[src/rtl/q_fifo_bubl_regbp_pkg.sv]
// Shared helpers for the registered-back-pressure stream FIFO.
// Ceil-log2 for widths and a wrapping pointer increment.
package q_defs;

    // Ceiling log2; returns 0 for n <= 1.
    function automatic int clog2(input int n);
        int r;
        r = 0;
        while ((1 << r) < n) r++;
        return r;
    endfunction

    // Advance a ring pointer, wrapping n-1 back to 0.
    // n need not be a power of two.
    function automatic int ptr_inc(input int p, input int n);
        return (p == n - 1) ? 0 : p + 1;
    endfunction

endpackage

[src/rtl/q_fifo_bubl_regbp_ram.sv]
// Storage array for the stream FIFO.
// Ports: clock; we_i/waddr_i/wdata_i sync write;
// raddr_i -> rdata_o async read. No reset.
module q_fifo_ram
    import q_defs::*;
#(
    parameter int depth = 16,
    parameter int width = 16,
    localparam int aw = clog2(depth)
) (
    input  logic             clock,
    input  logic             we_i,
    input  logic [aw-1:0]    waddr_i,
    input  logic [width-1:0] wdata_i,
    input  logic [aw-1:0]    raddr_i,
    output logic [width-1:0] rdata_o
);

    logic [width-1:0] mem_q [depth];

    always_ff @(posedge clock) begin
        if (we_i) mem_q[waddr_i] <= wdata_i;
    end

    assign rdata_o = mem_q[raddr_i];

endmodule

[src/rtl/q_fifo_bubl_regbp.sv]
// Stream FIFO with registered valid and back-pressure.
// Ports: clock, reset (async, active-low); i_d/i_v/i_b in stream;
// o_d/o_v/o_b out stream; count occupancy; ovf sticky drop flag.
module q_fifo_bubl_regbp
    import q_defs::*;
#(
    parameter int depth = 16,
    parameter int width = 16,
    parameter int slack = 1,
    localparam int cntwidth = clog2(depth) + 1
) (
    input  logic                clock,
    input  logic                reset,
    input  logic [width-1:0]    i_d,
    input  logic                i_v,
    output logic                i_b,
    output logic [width-1:0]    o_d,
    output logic                o_v,
    input  logic                o_b,
    output logic [cntwidth-1:0] count,
    output logic                ovf
);

    localparam int aw = clog2(depth);
    localparam logic [cntwidth-1:0] FULL = cntwidth'(depth);
    localparam logic [cntwidth-1:0] THR  = cntwidth'(depth - slack);

    if (depth < 2) begin : g_bad_depth
        $error("q_fifo_bubl_regbp: depth must be >= 2");
    end
    if (slack >= depth || slack < 0) begin : g_bad_slack
        $error("q_fifo_bubl_regbp: slack must be in 0..depth-1");
    end

    logic [aw-1:0]       wp_q, wp_d;
    logic [aw-1:0]       rp_q, rp_d;
    logic [cntwidth-1:0] count_q, count_d;
    logic                ib_q, ib_d;
    logic                ovf_q, ovf_d;
    logic                deq, room, enq;

    // Valid comes only from the count flop, never from i_v.
    assign o_v  = (count_q != '0);
    assign deq  = o_v & ~o_b;
    // A full FIFO can still accept when the head leaves this cycle.
    assign room = (count_q != FULL) | deq;
    assign enq  = i_v & room;

    always_comb begin
        wp_d    = wp_q;
        rp_d    = rp_q;
        count_d = count_q + cntwidth'(enq) - cntwidth'(deq);
        ovf_d   = ovf_q | (i_v & ~room);
        if (enq) wp_d = aw'(ptr_inc(32'(wp_q), depth));
        if (deq) rp_d = aw'(ptr_inc(32'(rp_q), depth));
        // Threshold on next count so i_b is a pure flop output.
        ib_d    = (count_d >= THR);
    end

    always_ff @(posedge clock or negedge reset) begin
        if (!reset) begin
            wp_q    <= '0;
            rp_q    <= '0;
            count_q <= '0;
            ib_q    <= 1'b0;
            ovf_q   <= 1'b0;
        end else begin
            wp_q    <= wp_d;
            rp_q    <= rp_d;
            count_q <= count_d;
            ib_q    <= ib_d;
            ovf_q   <= ovf_d;
        end
    end

    q_fifo_ram #(
        .depth (depth),
        .width (width)
    ) u_ram (
        .clock   (clock),
        .we_i    (enq),
        .waddr_i (wp_q),
        .wdata_i (i_d),
        .raddr_i (rp_q),
        .rdata_o (o_d)
    );

    assign i_b   = ib_q;
    assign count = count_q;
    assign ovf   = ovf_q;

endmodule

[config.mk]
export PLATFORM = sky130hd
export DESIGN_NAME = q_fifo_bubl_regbp
export DESIGN_NICKNAME = d
export VERILOG_FILES = /design/src/rtl/q_fifo_bubl_regbp_pkg.sv /design/src/rtl/q_fifo_bubl_regbp_ram.sv /design/src/rtl/q_fifo_bubl_regbp.sv
export SDC_FILE = /design/constraint.sdc
export NUM_CORES = 1
export LEC_CHECK = 0
export CAP_MARGIN = 20
export CORE_MARGIN = 3
export CORE_UTILIZATION = 50
export DETAILED_ROUTE_END_ITERATION = 6
export PLACE_DENSITY = 0.75
export SLEW_MARGIN = 20
export SYNTH_ARGS = -nofsm -noshare
export SYNTH_HDL_FRONTEND = slang
export SYNTH_SLANG_ARGS = --single-unit
[constraint.sdc]
create_clock -name clock -period 2.8 [get_ports clock]
set_clock_uncertainty 0.15 [all_clocks]
set_input_delay 0.28 -clock clock [delete_from_list [all_inputs] [get_ports clock]]
set_output_delay 0.28 -clock clock [all_outputs]
set_load 0.01 [all_outputs]
==> results.md <==
* H-tree levels at 1
* Share of cells above drive strength 1 at 0.316
* Final setup viols at 4
* P_sw at 4.27 mW
* Post-synth EDFFs at 256
* Clk buf depth at 3
* CP endpoint kind: flip-flop
* Fin util at 0.620
* Fin crit period at 2.90 ns
* Reg2reg start: count[2]$_DFF_PN0_
* Hold Vio Cnt, Final at 0
* Slew HR at 0.502
* Seq/Total Area, Yosys at 0.748
* Sw Share at 0.314
* Post-synth top flop: edfxtp_1
* Global-route wire length before repair at 36.3 mm
* Antenna Nets Post-Route at 0
* Pint at 9.32 mW
* CP startpoint kind: flip-flop
* Crit path cell chain: inv_2, ha_4, or4b_4, nor2b_4, ha_4, inv_2, ha_4, fa_2, a21oi_2, o21bai_1, xnor2_1, a41o_1
* Post-route DRC at 0
* Detailed-route wire length per cell at 26.0 µm
* Worst-Margin Slew at 0.745 ns
* Syn nets at 556
* Row Count at 53
* Vias in the first global route at 6066
* Fin crit share at 1.04
* DP Wirelength at 13.2 mm
* Slew Limit Fails at 0
* Post-synthesis async set-or-reset flop share at 0.0554
* Maximum clock frequency at 345 MHz
* Syn Area/Cell at 20.6 µm²
* Root Buffer: clkbuf_16
* Most used cell, CP: ha_4
* Yosys cell types at 41
* # IOs at 44
* Comb pwr share at 0.380
* Crit path kind: flip-flop to flip-flop
* Num CTS Buffers at 26
* CP max stage cell: or4b_4
* TritonRoute pass-1 iters at 5
* Total clock sinks at 271
* Syn Inst Count at 524
* Worst-path clk slew at 0.07 ns
* Required time of the critical path at 3.06 ns
* Final worst setup slack at -0.0995 ns
* TritonCTS clock tree: built
* Area added between synthesis and finish at 21.3%
* Max IR drop VDD at 0.744 mV
* Seq pwr share at 0.378
* Status: finished, violations left
* Hold crit path type: input pin to async pin
* DR vias at 5645
* Buffers on Ports at 43
* RSZ-0062 raised after global routing: true
* Crit path from: count[2]$_DFF_PN0_
* ANT cells at 0
* Max incr delay on CP at 0.46 ns
* Final Net Count at 681
* GRT Residual Overflow at 0
* Initial Utilization at 0.511
* Worst-path fanout max at 2
* Die area at 23300 µm²
* Worst Path Buf+Inv at 2
* Yosys Warn Count at 0
* Yosys reg bits at 271
* Failing checks: setup timing
* Lkg Pwr at 4.51 nW
* Largest net degree at the start of global routing at 25
* Die Height at 153 µm
* GRT Total Usage at 0.206
* DP Area at 11900 µm²
* Clk Latency, worst-skew pair at 0.53 ns
* Core area at 21100 µm²
* Vias/cell at 5.99
* Die X at 153 µm
* Final instance area at 13100 µm²
* Initial antenna violation count at 0
* Post-synth design cell area at 10800 µm²
* Max-cap viol count at 0
* Placer Congestion at 0.742
* Top delay family on crit path: adder cells
* WP data arrival at 3.16 ns
* Initial drt markers at 530
* Drt total wl at 24.5 mm
* Clock power share at 0.242
* Pwr Density at 1040 nW/µm²
## registers in the layout, indices dropped and copies added, names as in the netlist
name	cells
rp_q	4
ovf	1
u_ram.mem_q	256
count	5
wp_q	4
i_b	1
## power by group through the flow
stage / Combinational [mW] / Sequential, mW / Clock, mW
2_1_floorplan: 2.78 / 5.10 / 0
3_3_place_gp: 4.23 / 5.19 / 0
3_5_place_dp: 4.36 / 5.23 / 0
4_1_cts: 4.93 / 5.11 / 3.33
5_1_grt: 5.50 / 5.16 / 3.49
6_report: 5.17 / 5.13 / 3.29
## Yosys cell counts (2+ instances only)
master    instances  area [µm²]
a21o_1            2        15.0
a21oi_1           3        15.0
a22oi_1          16         120
a32oi_1          16         140
a41o_1            2        20.0
buf_1             2        7.51
buf_2             9        45.0
buf_4             2        15.0
buf_6             4        45.0
buf_8             2        30.0
clkbuf_1          7        26.3
dfrtp_1          15         375
edfxtp_1        256        7690
ha_1             11         138
inv_1            10        37.5
mux2_4            2        30.0
mux2i_1          48         480
mux4_1           17         447
mux4_2           31         698
nand2_1           9        33.8
nand2b_1          2        12.5
nand3_1           2        10.0
nor2_1           13        48.8
nor3_1            4        20.0
o21ai_0           4        20.0
o21ai_1          16        80.1
xnor2_1           3        26.3
xor2_1            3        26.3
## kinds of logic after synthesis
logic type | count (synthesis) | share of synthesized area
buffers and inverters | 37 | 0.0196
DFF | 271 | 0.748
and+or+nand+nor | 36 | 0.0167
adders and majority gates | 12 | 0.0146
AOI/OAI and AO/OA | 64 | 0.0420
muxes | 98 | 0.154
xor gates and xnor gates | 6 | 0.00488
## path summary, 6_finish.rpt
path | endpoint | slack (ns) | depth (start not counted)
max in group asynchronous | rp_q[1]$_DFFE_PN0N_ | 1.92 | 1
setup / recovery | i_b$_DFF_PN0_ | -0.1 | 12
setup reg to reg | i_b$_DFF_PN0_ | -0.1 | 12
hold reg to reg | ovf$_DFF_PN0_ | 0.33 | 1
min in group clock | ovf$_DFF_PN0_ | 0.25 | 2
hold / removal | count[0]$_DFF_PN0_ | 0.04 | 1
## final cells by class
cell class	instances	area, µm²
Sequential cell	271	8070
Fill cell	1411	8020
Multi-Input combinational cell	216	2580
Timing Repair Buffer	124	1230
Clock buffer	33	697
Tap cell	275	344
Clock inverter	14	104
Inverter	10	37.5
## cells in the final DEF (no fill, tap or decap), types with 3 or more instances in the layout
cell and count:
ha_4 3, nor2_1 5, mux4_1 6, dfrtp_1 13
clkbuf_1 5, clkbuf_16 28, nand2_1 9, inv_1 7
xor2_1 3, ha_1 8, clkinv_1 5, o21ai_0 4
mux4_2 42, nor2_2 8, clkdlybuf4s50_1 27, buf_6 9
a22oi_1 13, a32oi_1 15, inv_2 3, a22oi_2 3
clkbuf_2 6, o21ai_1 15, nor3_2 4, mux2i_1 48
edfxtp_1 256, buf_16 3, xnor2_1 3, clkinv_2 6
buf_2 10, buf_4 55, buf_12 11
## timing repair
| item | 4_1_cts | 5_1_grt |
|---|---|---|
| cloned | 4 | 2 |
| buffers inserted | 18 | 7 |
| setup endpoints to repair | 17 | 19 |
| gates resized for setup | 73 | 28 |
| endpoints found under the hold margin | 0 | 0 |
| hold buffers | 0 | 0 |
| pin swaps | 9 | 10 |
## per-stage QoR
| step | hold slack [ns] | std cells | TNS [ns] | total power [mW] | worst slack [ns] |
|---|---|---|---|---|---|
| after floorplan | -0.166 | 524 | -0.0761 | 7.88 | -0.0761 |
| after global placement | 0.308 | 866 | -0.00920 | 9.42 | -0.00920 |
| after detailed placement | 0.313 | 866 | -0.114 | 9.58 | -0.114 |
| after CTS | 0.0341 | 935 | -0.186 | 13.4 | -0.114 |
| after global routing | 0.0804 | 943 | -0.467 | 14.2 | -0.148 |
| final | 0.0392 | 943 | -0.119 | 13.6 | -0.0995 |
## per-layer routing
metal / vias up / global-route usage / share of wire / wire length, µm
met5: - / 0 / 0 / 0
met2: 255 / 0.336 / 0.49 / 12100
met1: 2923 / 0.281 / 0.39 / 9670
met3: 50 / 0.0398 / 0.078 / 1920
li1: 2417 / - / - / -
met4: 0 / 0.0747 / 0.032 / 793
Note: power is estimated with default switching activity, not from simulation.
==> edit 1, RTL diff (same flow settings) <==
`depth` is set to 16 in 2 places; all go to 32.
--- a/src/rtl/q_fifo_bubl_regbp_ram.sv
+++ b/src/rtl/q_fifo_bubl_regbp_ram.sv
@@ -5,5 +5,5 @@
     import q_defs::*;
 #(
-    parameter int depth = 16,
+    parameter int depth = 32,
     parameter int width = 16,
     localparam int aw = clog2(depth)
--- a/src/rtl/q_fifo_bubl_regbp.sv
+++ b/src/rtl/q_fifo_bubl_regbp.sv
@@ -5,5 +5,5 @@
     import q_defs::*;
 #(
-    parameter int depth = 16,
+    parameter int depth = 32,
     parameter int width = 16,
     parameter int slack = 1,
Ports: changed (resized count); port bits go from 44 to 45. No check against the original RTL was run, so the function may have changed too.
==> edit 1 against the original RTL <==
- register-to-register slack better by 0.15 ns
- total power up 90%
- final area up 97%
- the run still ends with setup timing left
- count of clock-buffer cells in the layout up 29
- synthesized area up 92%
- critical endpoint is now o_d[3]
- clock power up 110%
- worst setup slack worse by 0.33 ns
- cell count up 89%
- routed wire length up 110%
- critical path type is now register to output port
- non-clock buffer count up 98
- largest cell class unchanged
- sequential cell count up 259
==> edit 1: results (changes against the original RTL) <==
setup_viol: 16  # was 4
syn_nets: 1029  # was 556
drive_gt1_share_pct: 36.76  # was 31.59%
endpoint: "o_d[3]"  # was i_b
violations: "setup timing"  # unchanged
crit_slowest_cell: "dfrtp_4"  # was or4b_4
ys_seq_area_share_pct: 76.44  # was 74.84%
clkPwrFrac_pct: 26.4  # was 24.2%
worst_pin_slew_ns: 0.4445  # was 0.7447 ns
grt_pass1_wl_mm: 74.53  # was 36.28 mm
syn_to_final_growth_pct: 24.50  # was 21.28%
clock_cell_area_share_pct: 6.475  # was 6.129%
ff2ff_path_depth: 10  # was 12
synth_common_cells: "512 x edfxtp_1, 95 x mux4_2, 65 x mux2i_1"  # was 256 x edfxtp_1, 48 x mux2i_1, 31 x mux4_2
fp.coreArea_sq_mm: 0.04028  # was 0.02109 sq mm
multi_input_area_sq_mm: 0.005116  # was 0.002582 sq mm
cp_max_fo: 8  # was 2
wl_met2_mm: 24.13  # was 12.11 mm
via_count: 11120  # was 5645
placed_area_sq_mm: 0.02312  # was 0.01187 sq mm
place_hpwl_mm: 28.69  # was 13.25 mm
reg2reg_slack_ns: 0.05  # was -0.1 ns
post_cts_buffers: 21  # was 18
status: "finished, violations left"  # unchanged
max_stage_delay_ns: 0.50  # was 0.46 ns
fin_ws_ns: -0.4247  # was -0.09953 ns
ir_drop_uv: 1013  # was 744.5 uV
## edit 1: cell count changes after synthesis, moves of 16 or more
cell,unedited run,this run
edfxtp_1,256,512
mux2i_1,48,65
a21oi_1,3,34
nor2_1,13,38
o221ai_1,0,16
mux4_2,31,95
a32oi_1,16,0
a22o_1,0,16
mux4_1,17,1
clkbuf_1,7,26
## edit 1: cell families (layout without fill, tap and decap cells)
family,count (synthesis),after routing,synth area share [%]
XOR/XNOR,3,3,0.1269
multiplexers,163,163,13.71
adder cells (fa/ha/maj),16,16,1.003
AND/OR/NAND/NOR,79,79,1.874
buffers and inverters,65,326,1.813
AO/OA/AOI/OAI,137,137,5.034
flip-flops,530,530,76.44
## edit 1: critical path, delay by kind of cell (launching register included)
kind / cells / cell delay [ns]
buffers and inverters: 5 / 0.73
AO/OA/AOI/OAI: 3 / 0.57
flip-flops: 1 / 0.50
multiplexers: 1 / 0.43
==> edit 2, RTL diff (same flow settings) <==
Made on the original files. Make the reset (`reset`) synchronous in one clocked block. Comments in the files are not updated.
--- a/src/rtl/q_fifo_bubl_regbp.sv
+++ b/src/rtl/q_fifo_bubl_regbp.sv
@@ -58,5 +58,5 @@
     end
 
-    always_ff @(posedge clock or negedge reset) begin
+    always_ff @(posedge clock) begin
         if (!reset) begin
             wp_q    <= '0;
Formal check against the unedited RTL: differs if reset is asserted again (counterexample within 4 cycles, from zero or initial values and one cycle with reset low); with reset held inactive, the same outputs for 4 cycles.
==> edit 2 against the original RTL <==
- sequential cell count is 4 higher
- synthesized area is 1.2% lower
- routed wire length decreased by 11%
- final area decreased by 2.0%
- worst setup slack better by 0.12 ns
- first-iteration DRC count is 21% lower
- cell count fell by 3.9%
- largest cell class unchanged
- highest routed layer unchanged
Power is not compared: it rests on default switching activity, and its combinational part moved more than twofold at a synthesized area within 25%.
==> edit 2: results (changes against the original RTL) <==
regMostFlops: "u_ram.mem_q"  # unchanged
synth_compound_area_share_pct: 3.504  # was 4.204%
cts-root-buf: "clkbuf_16"  # unchanged
arrival_ns: 2.34  # was 3.16 ns
worst_pin_slew_ns: 1.042  # was 0.7447 ns
cts_buffers: 27  # was 26
synth_common_cells: "256 x edfxtp_1, 53 x mux4_2, 32 x a22oi_1"  # was 256 x edfxtp_1, 48 x mux2i_1, 31 x mux4_2
grt_max_degree: 37  # was 25
drtPass1Iterations: 4  # was 5
max_stage_delay_ns: 0.50  # was 0.46 ns
drtIter0Drc: 419  # was 530
holdPathStages: 4
synthMuxAreaShare_pct: 14.12  # was 15.37%
synthXorXnorAreaFrac_pct: 0.3292  # was 0.4878%
synth_edf_count: 256  # unchanged
synth_top_flop_cell: "edfxtp_1"  # unchanged
ys_warn_count: 0  # unchanged
synth_fa_ha_area_share_pct: 1.481  # was 1.463%
ys_seq_area_share_pct: 75.81  # was 74.84%
leakagePower_nw: 4.219
crit_slowest_cell: "mux4_2"  # was or4b_4
cp_max_fo: 7  # was 2
antenna_found_initial: 0  # unchanged
post-place-ws_ns: 0.04600  # was -0.1142 ns
netlist-cell-type-count: 41  # unchanged
hold_path_class: "input pin to register"  # was input pin to async pin
ctsHtreeMaxLevel: 1  # unchanged
net-switching-power_mw: 2.427
drive_gt1_share_pct: 29.56  # was 31.59%
vias_per_cell: 5.871  # was 5.986
status: "finished clean"  # was finished, violations left
ff2ff_path_depth: 12  # unchanged
final_nets: 651  # was 681
gp_congestion: 0.7868  # was 0.7422
grt_use_total_pct: 18.74  # was 20.58%
path_clk_slew_ns: 0.06
place_hpwl_mm: 12.42  # was 13.25 mm
clk_path_buf_depth: 3  # unchanged
hold_buffers: 0  # unchanged
clk_latency_ns: 0.52
n_fill_cell: 1434  # was 1411
portBuffers: 43  # unchanged
largest_reg_flops: 256  # unchanged
syn_nets: 541  # was 556
ir_drop_uv: 509.4
grt_pass1_vias: 5479  # was 6066
cp_top_family: "buffers and inverters"  # was adder cells
grt_pass1_wl_mm: 33.22  # was 36.28 mm
wl_per_cell_microns: 24.19  # was 25.97 microns
synth_area_leaders: "edfxtp_1 72%, mux4_2 11%, dfxtp_1 3.6%"  # was edfxtp_1 71%, mux4_2 6.5%, mux2i_1 4.5%
synthArstFlopShare_pct: 0  # was 5.535%
antenna_cells: 0  # unchanged
[edit 2: power by group through the flow]
| stage | Combinational, mW | Clock [mW] | Sequential, mW |
|---|---|---|---|
| after global routing | 2.26 | 3.59 | 4.74 |
| after global placement | 1.77 | 0 | 4.78 |
| after floorplan | 1.16 | 0 | 4.78 |
| after detailed placement | 1.80 | 0 | 4.80 |
| after CTS | 2.02 | 3.42 | 4.72 |
| final | 2.08 | 3.36 | 4.73 |
[edit 2: cell families (layout without fill, tap and decap cells)]
group | count (synthesis) | after routing
xor+xnor | 4 | 4
buf+inv | 36 | 163
simple gates | 64 | 64
compound gates | 52 | 52
mux | 66 | 66
flops | 275 | 275
fa+ha+maj | 12 | 12
[edit 2: metrics by stage]
step / utilization [%] / power, mW / instances / hold WS [ns] / area [sq um]
2_1_floorplan: - / 5.943 / 509 / 0.2289 / 10640
3_3_place_gp: 56.67 / 6.551 / 839 / 0.3616 / 11650
3_5_place_dp: 56.67 / 6.598 / 839 / 0.3815 / 11650
4_1_cts: 61.82 / 10.15 / 900 / 0.2852 / 12710
5_1_grt: 62.27 / 10.58 / 906 / 0.2990 / 12800
6_report: 62.27 / 10.17 / 906 / 0.3139 / 12800
[edit 2: layout make-up]
class	count	area share (%)
Tap cell	270	2.639
Sequential cell	275	63.06
Multi-Input combinational cell	198	19.38
Inverter	13	0.3811
Clock inverter	14	0.9381
Timing Repair Buffer	104	8.179
Clock buffer	32	5.424
[edit 2: routing by layer]
metal	vias to the layer above	global-route usage [%]	wire length, microns
met1	2777	25.16	8721
met3	41	3.527	1280
met5	-	0	0
met2	183	31.99	11310
li1	2318	-	-
met4	0	5.051	606
[edit 2: tightest hold or removal path, stage by stage]
cell and delay, ns:
clkdlybuf4s50_1 0.42, inv_1 0.07, o31a_1 0.13, nor2_1 0.04
[edit 2: path summary, 6_finish.rpt]
path / startpoint / endpoint / slack, ns
max: register / o_d[6] / 0.03
min: i_v / ovf / 0.31
max reg2reg: count[2] / i_b / 0.17
min reg2reg: rp_q[1] / register / 0.39
[edit 2: what timing repair did]
item / CTS / global route
buffers inserted: 12 / 6
cloned: 3 / 0
setup endpoints to repair: 16 / 14
resized for setup: 34 / 38
pin swaps: 4 / 3
hold endpoints to repair: 0 / 0
